**src/rtl/runtime_config_regs.sv**
```systemverilog
// runtime_config_regs
//   Runtime configuration register bank for the effects application core.
//   A control master writes the shadow set (enable mask, noisegate threshold,
//   chorus timing/depth, control-input assignment map). A commit arms a transfer.
//   On the next audio sample strobe the shadow set is validated and then either
//   copied to the active set in one cycle or rejected. The core therefore never
//   sees a half-updated set. Raw control inputs are remapped through the active map.
//
// Ports
//   clk_i, srst_n_i          clock, synchronous active-low reset
//   wr_valid_i/wr_ready_o    write handshake (ready low while a commit is armed)
//   wr_addr_i, wr_data_i     write address/data (fields LSB-aligned)
//   wr_err_o                 pulse: previous accepted write hit an illegal address
//   commit_i, sample_tick_i  commit request, audio sample strobe
//   commit_pending_o         commit armed, waiting for the strobe
//   commit_done_o/_err_o     pulse: active set updated / commit rejected
//   rd_addr_i, rd_data_o     active-set readback, 1-cycle latency
//   knobs_i, knobs_o         raw inputs in, remapped outputs (logical i = physical map[i])
//   en_o, ng_thr_o, cho_max_o, cho_min_o, cho_depth_o   active values
module runtime_config_regs #(
  parameter int unsigned NUM_EFFECTS       = 8,
  parameter int unsigned NUM_KNOBS         = 8,
  parameter int unsigned KNOB_WIDTH        = 8,
  parameter int unsigned REG_WIDTH         = 16,
  parameter int unsigned EN_DEFAULT        = 'h62,
  parameter int unsigned NG_THR_DEFAULT    = 300,
  parameter int unsigned CHO_MAX_DEFAULT   = 'h530,
  parameter int unsigned CHO_MIN_DEFAULT   = 'h370,
  parameter int unsigned CHO_DEPTH_DEFAULT = 'h80,
  localparam int unsigned AW = $clog2(5 + NUM_KNOBS),
  localparam int unsigned MW = $clog2(NUM_KNOBS)
) (
  input  logic                             clk_i,
  input  logic                             srst_n_i,
  input  logic                             wr_valid_i,
  output logic                             wr_ready_o,
  input  logic [AW-1:0]                    wr_addr_i,
  input  logic [REG_WIDTH-1:0]             wr_data_i,
  output logic                             wr_err_o,
  input  logic                             commit_i,
  input  logic                             sample_tick_i,
  output logic                             commit_pending_o,
  output logic                             commit_done_o,
  output logic                             commit_err_o,
  input  logic [AW-1:0]                    rd_addr_i,
  output logic [REG_WIDTH-1:0]             rd_data_o,
  input  logic [NUM_KNOBS*KNOB_WIDTH-1:0]  knobs_i,
  output logic [NUM_KNOBS*KNOB_WIDTH-1:0]  knobs_o,
  output logic [NUM_EFFECTS-1:0]           en_o,
  output logic [REG_WIDTH-1:0]             ng_thr_o,
  output logic [REG_WIDTH-1:0]             cho_max_o,
  output logic [REG_WIDTH-1:0]             cho_min_o,
  output logic [7:0]                       cho_depth_o
);

  localparam int unsigned NUM_REGS = 5 + NUM_KNOBS;

  typedef enum logic {IDLE, PENDING} state_t;
  typedef logic [NUM_KNOBS-1:0][MW-1:0] map_t;
  typedef logic [NUM_KNOBS-1:0][KNOB_WIDTH-1:0] knob_arr_t;

  state_t state_q, state_d;

  logic [NUM_EFFECTS-1:0] shd_en, act_en;
  logic [REG_WIDTH-1:0]   shd_ng, act_ng, shd_max, act_max, shd_min, act_min;
  logic [7:0]             shd_depth, act_depth;
  map_t                   shd_map, act_map;

  logic                   wr_fire, wr_legal, apply_tick, commit_ok;
  logic [REG_WIDTH-1:0]   rd_next;
  knob_arr_t              knobs_raw, knobs_map;

  function automatic map_t identity_map();
    map_t m;
    for (int i = 0; i < int'(NUM_KNOBS); i++) m[i] = MW'(i);
    return m;
  endfunction

  // Commit is legal only if the chorus window is ordered and every physical
  // input index is used exactly once (a duplicate necessarily leaves one index unseen).
  function automatic logic shadow_ok(input logic [REG_WIDTH-1:0] mn,
                                     input logic [REG_WIDTH-1:0] mx,
                                     input map_t m);
    logic [NUM_KNOBS-1:0] seen;
    seen = '0;
    for (int i = 0; i < int'(NUM_KNOBS); i++)
      if (32'(m[i]) < NUM_KNOBS) seen[m[i]] = 1'b1;
    return (mn <= mx) && (&seen);
  endfunction

  assign wr_fire    = wr_valid_i && wr_ready_o;
  assign wr_legal   = 32'(wr_addr_i) < NUM_REGS;
  assign apply_tick = (state_q == PENDING) && sample_tick_i;
  assign commit_ok  = shadow_ok(shd_min, shd_max, shd_map);

  // Commit FSM: next state and handshake outputs
  always_comb begin
    state_d          = state_q;
    wr_ready_o       = 1'b0;
    commit_pending_o = 1'b0;
    case (state_q)
      IDLE: begin
        wr_ready_o = 1'b1;
        if (commit_i) state_d = PENDING;
      end
      PENDING: begin
        commit_pending_o = 1'b1;
        if (sample_tick_i) state_d = IDLE;
      end
      default: state_d = IDLE;
    endcase
  end

  always_ff @(posedge clk_i) begin
    if (!srst_n_i) state_q <= IDLE;
    else           state_q <= state_d;
  end

  // Shadow set: written only while the handshake is open
  always_ff @(posedge clk_i) begin
    if (!srst_n_i) begin
      shd_en    <= NUM_EFFECTS'(EN_DEFAULT);
      shd_ng    <= REG_WIDTH'(NG_THR_DEFAULT);
      shd_max   <= REG_WIDTH'(CHO_MAX_DEFAULT);
      shd_min   <= REG_WIDTH'(CHO_MIN_DEFAULT);
      shd_depth <= 8'(CHO_DEPTH_DEFAULT);
      shd_map   <= identity_map();
    end else if (wr_fire) begin
      case (32'(wr_addr_i))
        0: shd_en    <= wr_data_i[NUM_EFFECTS-1:0];
        1: shd_ng    <= wr_data_i;
        2: shd_max   <= wr_data_i;
        3: shd_min   <= wr_data_i;
        4: shd_depth <= wr_data_i[7:0];
        default: begin
          for (int i = 0; i < int'(NUM_KNOBS); i++)
            if (32'(wr_addr_i) == 32'(5 + i)) shd_map[i] <= wr_data_i[MW-1:0];
        end
      endcase
    end
  end

  // Active set: whole-set copy on a validated strobe
  always_ff @(posedge clk_i) begin
    if (!srst_n_i) begin
      act_en    <= NUM_EFFECTS'(EN_DEFAULT);
      act_ng    <= REG_WIDTH'(NG_THR_DEFAULT);
      act_max   <= REG_WIDTH'(CHO_MAX_DEFAULT);
      act_min   <= REG_WIDTH'(CHO_MIN_DEFAULT);
      act_depth <= 8'(CHO_DEPTH_DEFAULT);
      act_map   <= identity_map();
    end else if (apply_tick && commit_ok) begin
      act_en    <= shd_en;
      act_ng    <= shd_ng;
      act_max   <= shd_max;
      act_min   <= shd_min;
      act_depth <= shd_depth;
      act_map   <= shd_map;
    end
  end

  always_comb begin
    rd_next = '0;
    case (32'(rd_addr_i))
      0: rd_next = REG_WIDTH'(act_en);
      1: rd_next = act_ng;
      2: rd_next = act_max;
      3: rd_next = act_min;
      4: rd_next = REG_WIDTH'(act_depth);
      default: begin
        for (int i = 0; i < int'(NUM_KNOBS); i++)
          if (32'(rd_addr_i) == 32'(5 + i)) rd_next = REG_WIDTH'(act_map[i]);
      end
    endcase
  end

  assign knobs_raw = knobs_i;
  always_comb begin
    for (int i = 0; i < int'(NUM_KNOBS); i++) knobs_map[i] = knobs_raw[act_map[i]];
  end

  // Output stage: pulses, readback and remapped inputs
  always_ff @(posedge clk_i) begin
    if (!srst_n_i) begin
      wr_err_o      <= 1'b0;
      commit_done_o <= 1'b0;
      commit_err_o  <= 1'b0;
      rd_data_o     <= '0;
      knobs_o       <= '0;
    end else begin
      wr_err_o      <= wr_fire && !wr_legal;
      commit_done_o <= apply_tick && commit_ok;
      commit_err_o  <= apply_tick && !commit_ok;
      rd_data_o     <= rd_next;
      knobs_o       <= knobs_map;
    end
  end

  assign en_o        = act_en;
  assign ng_thr_o    = act_ng;
  assign cho_max_o   = act_max;
  assign cho_min_o   = act_min;
  assign cho_depth_o = act_depth;

endmodule

```
**config.mk**
```make
export PLATFORM = sky130hd
export DESIGN_NAME = runtime_config_regs
export DESIGN_NICKNAME = d
export VERILOG_FILES = /design/src/rtl/runtime_config_regs.sv
export SDC_FILE = /design/constraint.sdc
export NUM_CORES = 1
export LEC_CHECK = 0
export ABC_AREA = 1
export CAP_MARGIN = 20
export CORE_MARGIN = 5
export CORE_UTILIZATION = 35
export CTS_BUF_LIST = sky130_fd_sc_hd__clkbuf_16
export CTS_CLUSTER_SIZE = 16
export DETAILED_ROUTE_END_ITERATION = 10
export GPL_TIMING_DRIVEN = 1
export SETUP_SLACK_MARGIN = 0.3
export SLEW_MARGIN = 20
export SYNTH_ARGS = -nofsm -noshare
export SYNTH_HDL_FRONTEND = slang
export SYNTH_SLANG_ARGS = --single-unit
```
**constraint.sdc**
```tcl
create_clock -name clk_i -period 5.5 [get_ports clk_i]
set_clock_uncertainty 0.05 [all_clocks]
set_input_delay 0.825 -clock clk_i [delete_from_list [all_inputs] [get_ports clk_i]]
set_output_delay 0.825 -clock clk_i [all_outputs]
set_load 0.01 [all_outputs]
```
==> flow_summary.yaml <==
synthesis:
  synth_warnings: 0
  synth_ff_type: "dfxtp_1"
  synth_xor_area_frac: 0
  synth-simple-area-share: 0.2195
  synth_top_cells_by_count: "402 x o21ai_0, 344 x nand2_1, 283 x nor2_1, 260 x dfxtp_1, 195 x a21oi_1"
  syn_area_um2: 14080
  synthTopCellsByArea: "dfxtp_1 37%, o21ai_0 14%, nand2_1 9.2%"
  synth_most_common_cell: "o21ai_0"
  synth-edff-count: 0
  synth_largest_area_cell: "dfxtp_1"
  yosysTopAreaCellShare: 0.3697
  synth_cells: 2168
  syn_nets: 2277
  synth_top_family_by_area: "compound AO/OA/AOI/OAI gates"
  synth-adder-area-share: 0.01422
  syn_avg_cell_area_um2: 6.494
  yosysUniqueCellTypes: 33
  synthMuxAreaShare: 0
  ys_ff_latch: 260
  synthArstFlopShare: 0
  yosysSeqAreaShare: 0.3697
  synth_compound_area_frac: 0.2993
place:
  hpwl_mm: 41.90
  port_buffers: 241
  place_area_um2: 16650
  place.gp.congestion: 0.9374
routing:
  routed_via_density: 5.586
  wl_mm: 59.87
  wire_per_inst_um: 21.07
  first_pass_iters: 6
  via_count: 15870
  postRouteAntennaNets: 0
  drtIter0Drc: 1576
  drc: 0
power:
  power_switching_share: 0.3131
  p_per_area_nw_per_um2: 289.1
  comb_power_share: 0.212
  power_leakage_nw: 7.484
  pwr-share-seq: 0.418
  p_switching_mw: 1.589
  finalPower_mw: 5.074
  max-vdd-ir-drop_uv: 252.1
  internal-power_mw: 3.486
  clkPwrFrac: 0.370
floorplanning:
  die_y_um: 210.6
  io_pins: 242
  dieArea_um2: 44340
  dieWidth_um: 210.6
  start_util: 0.3543
  core_um2: 39730
  fp-row-count: 73
clock_tree:
  clockBufferDepth: 3
  post-cts-setup-buffers: 0
  cts.clk_slew.worst_paths_ns: 0.06
  h-tree-depth: 1
  cts_hold_buf: 0
  clkSinkCount: 260
  root_buffer: "clkbuf_16"
  cts_buffers: 29
  clk_latency_ns: 0.59
  cts_resized: 0
  cts_tree: "yes"
finish:
  finish.utilization: 0.4418
  fin_nets: 2404
  multi_input_comb_area_um2: 7512
  synthToLayoutAreaGrowth_pct: 24.69
  drive_above_1_share: 0.03976
  nFillCells: 4108
  register_area_um2: 5211
  finalInstanceArea_um2: 17550
sta:
  drv_slew: 0
  relSlewSlack: 0.3053
  period_share: 0.6088
  fmax_mhz: 298.6
  final_hold_viol_count: 0
  finalSetupTns_ns: 0
  holdWs_ns: 0.3952
  period_minus_slack_ns: 3.348
  finalSetupViolCount: 0
  tightest_slew_ns: 1.041
  rsz0062_at_grt: "false"
run:
  max_cap_viol_count: 0
global_route:
  grt-ovfl-total: 0
  grt_pass1_wl_mm: 89.08
  grt_pass1_vias: 14640
  grt_max_degree: 135
  antenna_found_initial: 4
  grt_usage: 0.2540
min_path:
  min_path_type: "flop to flop"
outcome:
  status: "complete, no violations"
worst_setup_path:
  cp.arrival_ns: 3.84
  crit_type: "input pin to flop"
  startpoint_type: "input pin"
  cp_max_fo: 11
  cp-end-kind: "flop"
  cp.required_ns: 5.99
-- cell type report --
cell class / instances / area share
Antenna cell: 2 / 0.0002851
Clock buffer: 29 / 0.04134
Clock inverter: 21 / 0.009408
Inverter: 191 / 0.04084
Multi-Input combinational cell: 1554 / 0.4279
Sequential cell: 260 / 0.2969
Tap cell: 525 / 0.03742
Timing Repair Buffer: 259 / 0.1459
-- critical path: stages --
cell	delay [ns]
clkdlybuf4s50_1	0.56
nor2_1	0.67
nand3_1	0.79
inv_1	0.49
a211oi_1	0.19
a21oi_1	0.16
nand2_1	0.08
inv_1	0.06
-- through the flow --
step / std cells / setup slack, ns
finish: 2841 / 2.152
global route: 2841 / 1.957
CTS: 2839 / 2.338
detailed placement: 2789 / 1.737
global placement: 2789 / 1.776
floorplan: 2168 / 3.423
-- cells in the final DEF, fill, tap and decap left out, types with 2 or more instances in the layout --
master and instances:
clkbuf_16 29, clkinv_2 3, o21a_1 5, o22ai_1 18, nor4_1 5, inv_2 26, ha_1 16, dfxtp_1 255
nor3_1 5, bufinv_16 2, a21oi_1 195, nand4_1 17, o221ai_1 2, dfxtp_2 5, nor2_1 283, nand2_1 344
a311oi_1 2, clkinv_1 14, diode_2 2, nand3_1 106, buf_4 17, a211oi_1 5, inv_1 163, a31oi_1 64
clkdlybuf4s50_1 240, o211ai_1 77, o21ai_0 402
-- layer usage --
| layer | up-vias | part of all wire | track usage |
|---|---|---|---|
| met1 | 7250 | 0.42 | 0.3464 |
| li1 | 7608 | - | - |
| met2 | 833 | 0.44 | 0.3952 |
| met5 | - | 0.00048 | 0 |
| met4 | 4 | 0.050 | 0.1169 |
| met3 | 174 | 0.092 | 0.04123 |
-- worst paths after layout --
| kind | endpoint | slack, ns | from | depth (start not counted) |
|---|---|---|---|---|
| worst max-delay path | rd_data_o[2]$_SDFF_PN0_ | 2.15 | rd_addr_i[3] | 8 |
| worst min-delay path | ng_thr_o[5]$_SDFFE_PN1P_ | 0.40 | shd_ng[5]$_SDFFE_PN1P_ | 2 |
| worst max register to register | cho_max_o[13]$_SDFFE_PN0P_ | 2.34 | shd_max[15]$_SDFFE_PN0P_ | 10 |
| worst min register to register | ng_thr_o[5]$_SDFFE_PN1P_ | 0.40 | shd_ng[5]$_SDFFE_PN1P_ | 2 |
-- registers in the layout, indices dropped and copies added, names as in the netlist, 8 cells and up --
signal       count
shd_en           8
shd_min         16
shd_ng          16
shd_depth        8
cho_min_o       16
cho_depth_o      8
en_o             8
act_map         24
ng_thr_o        16
cho_max_o       16
shd_max         16
knobs_o         64
shd_map         24
rd_data_o       16
-- power by group through the flow --
stage                     clock [mW]  sequential (mW)  combinational (mW)
after floorplan                    0             2.15               0.552
after global placement             0             2.16                1.05
after detailed placement           0             2.16                1.06
after CTS                       1.91             2.12                1.07
after global routing            1.98             2.13                1.18
final                           1.88             2.12                1.08
-- cells by family (layout without fill, tap and decap cells) --
group / Yosys count / count (layout)
AO/OA/AOI/OAI: 773 / 773
AND/OR/NAND/NOR: 765 / 765
other: 0 / 2
flip-flops: 260 / 260
adder cells (fa/ha/maj): 16 / 16
buffers and inverters: 354 / 500
Note: power is estimated with default switching activity, not from simulation.
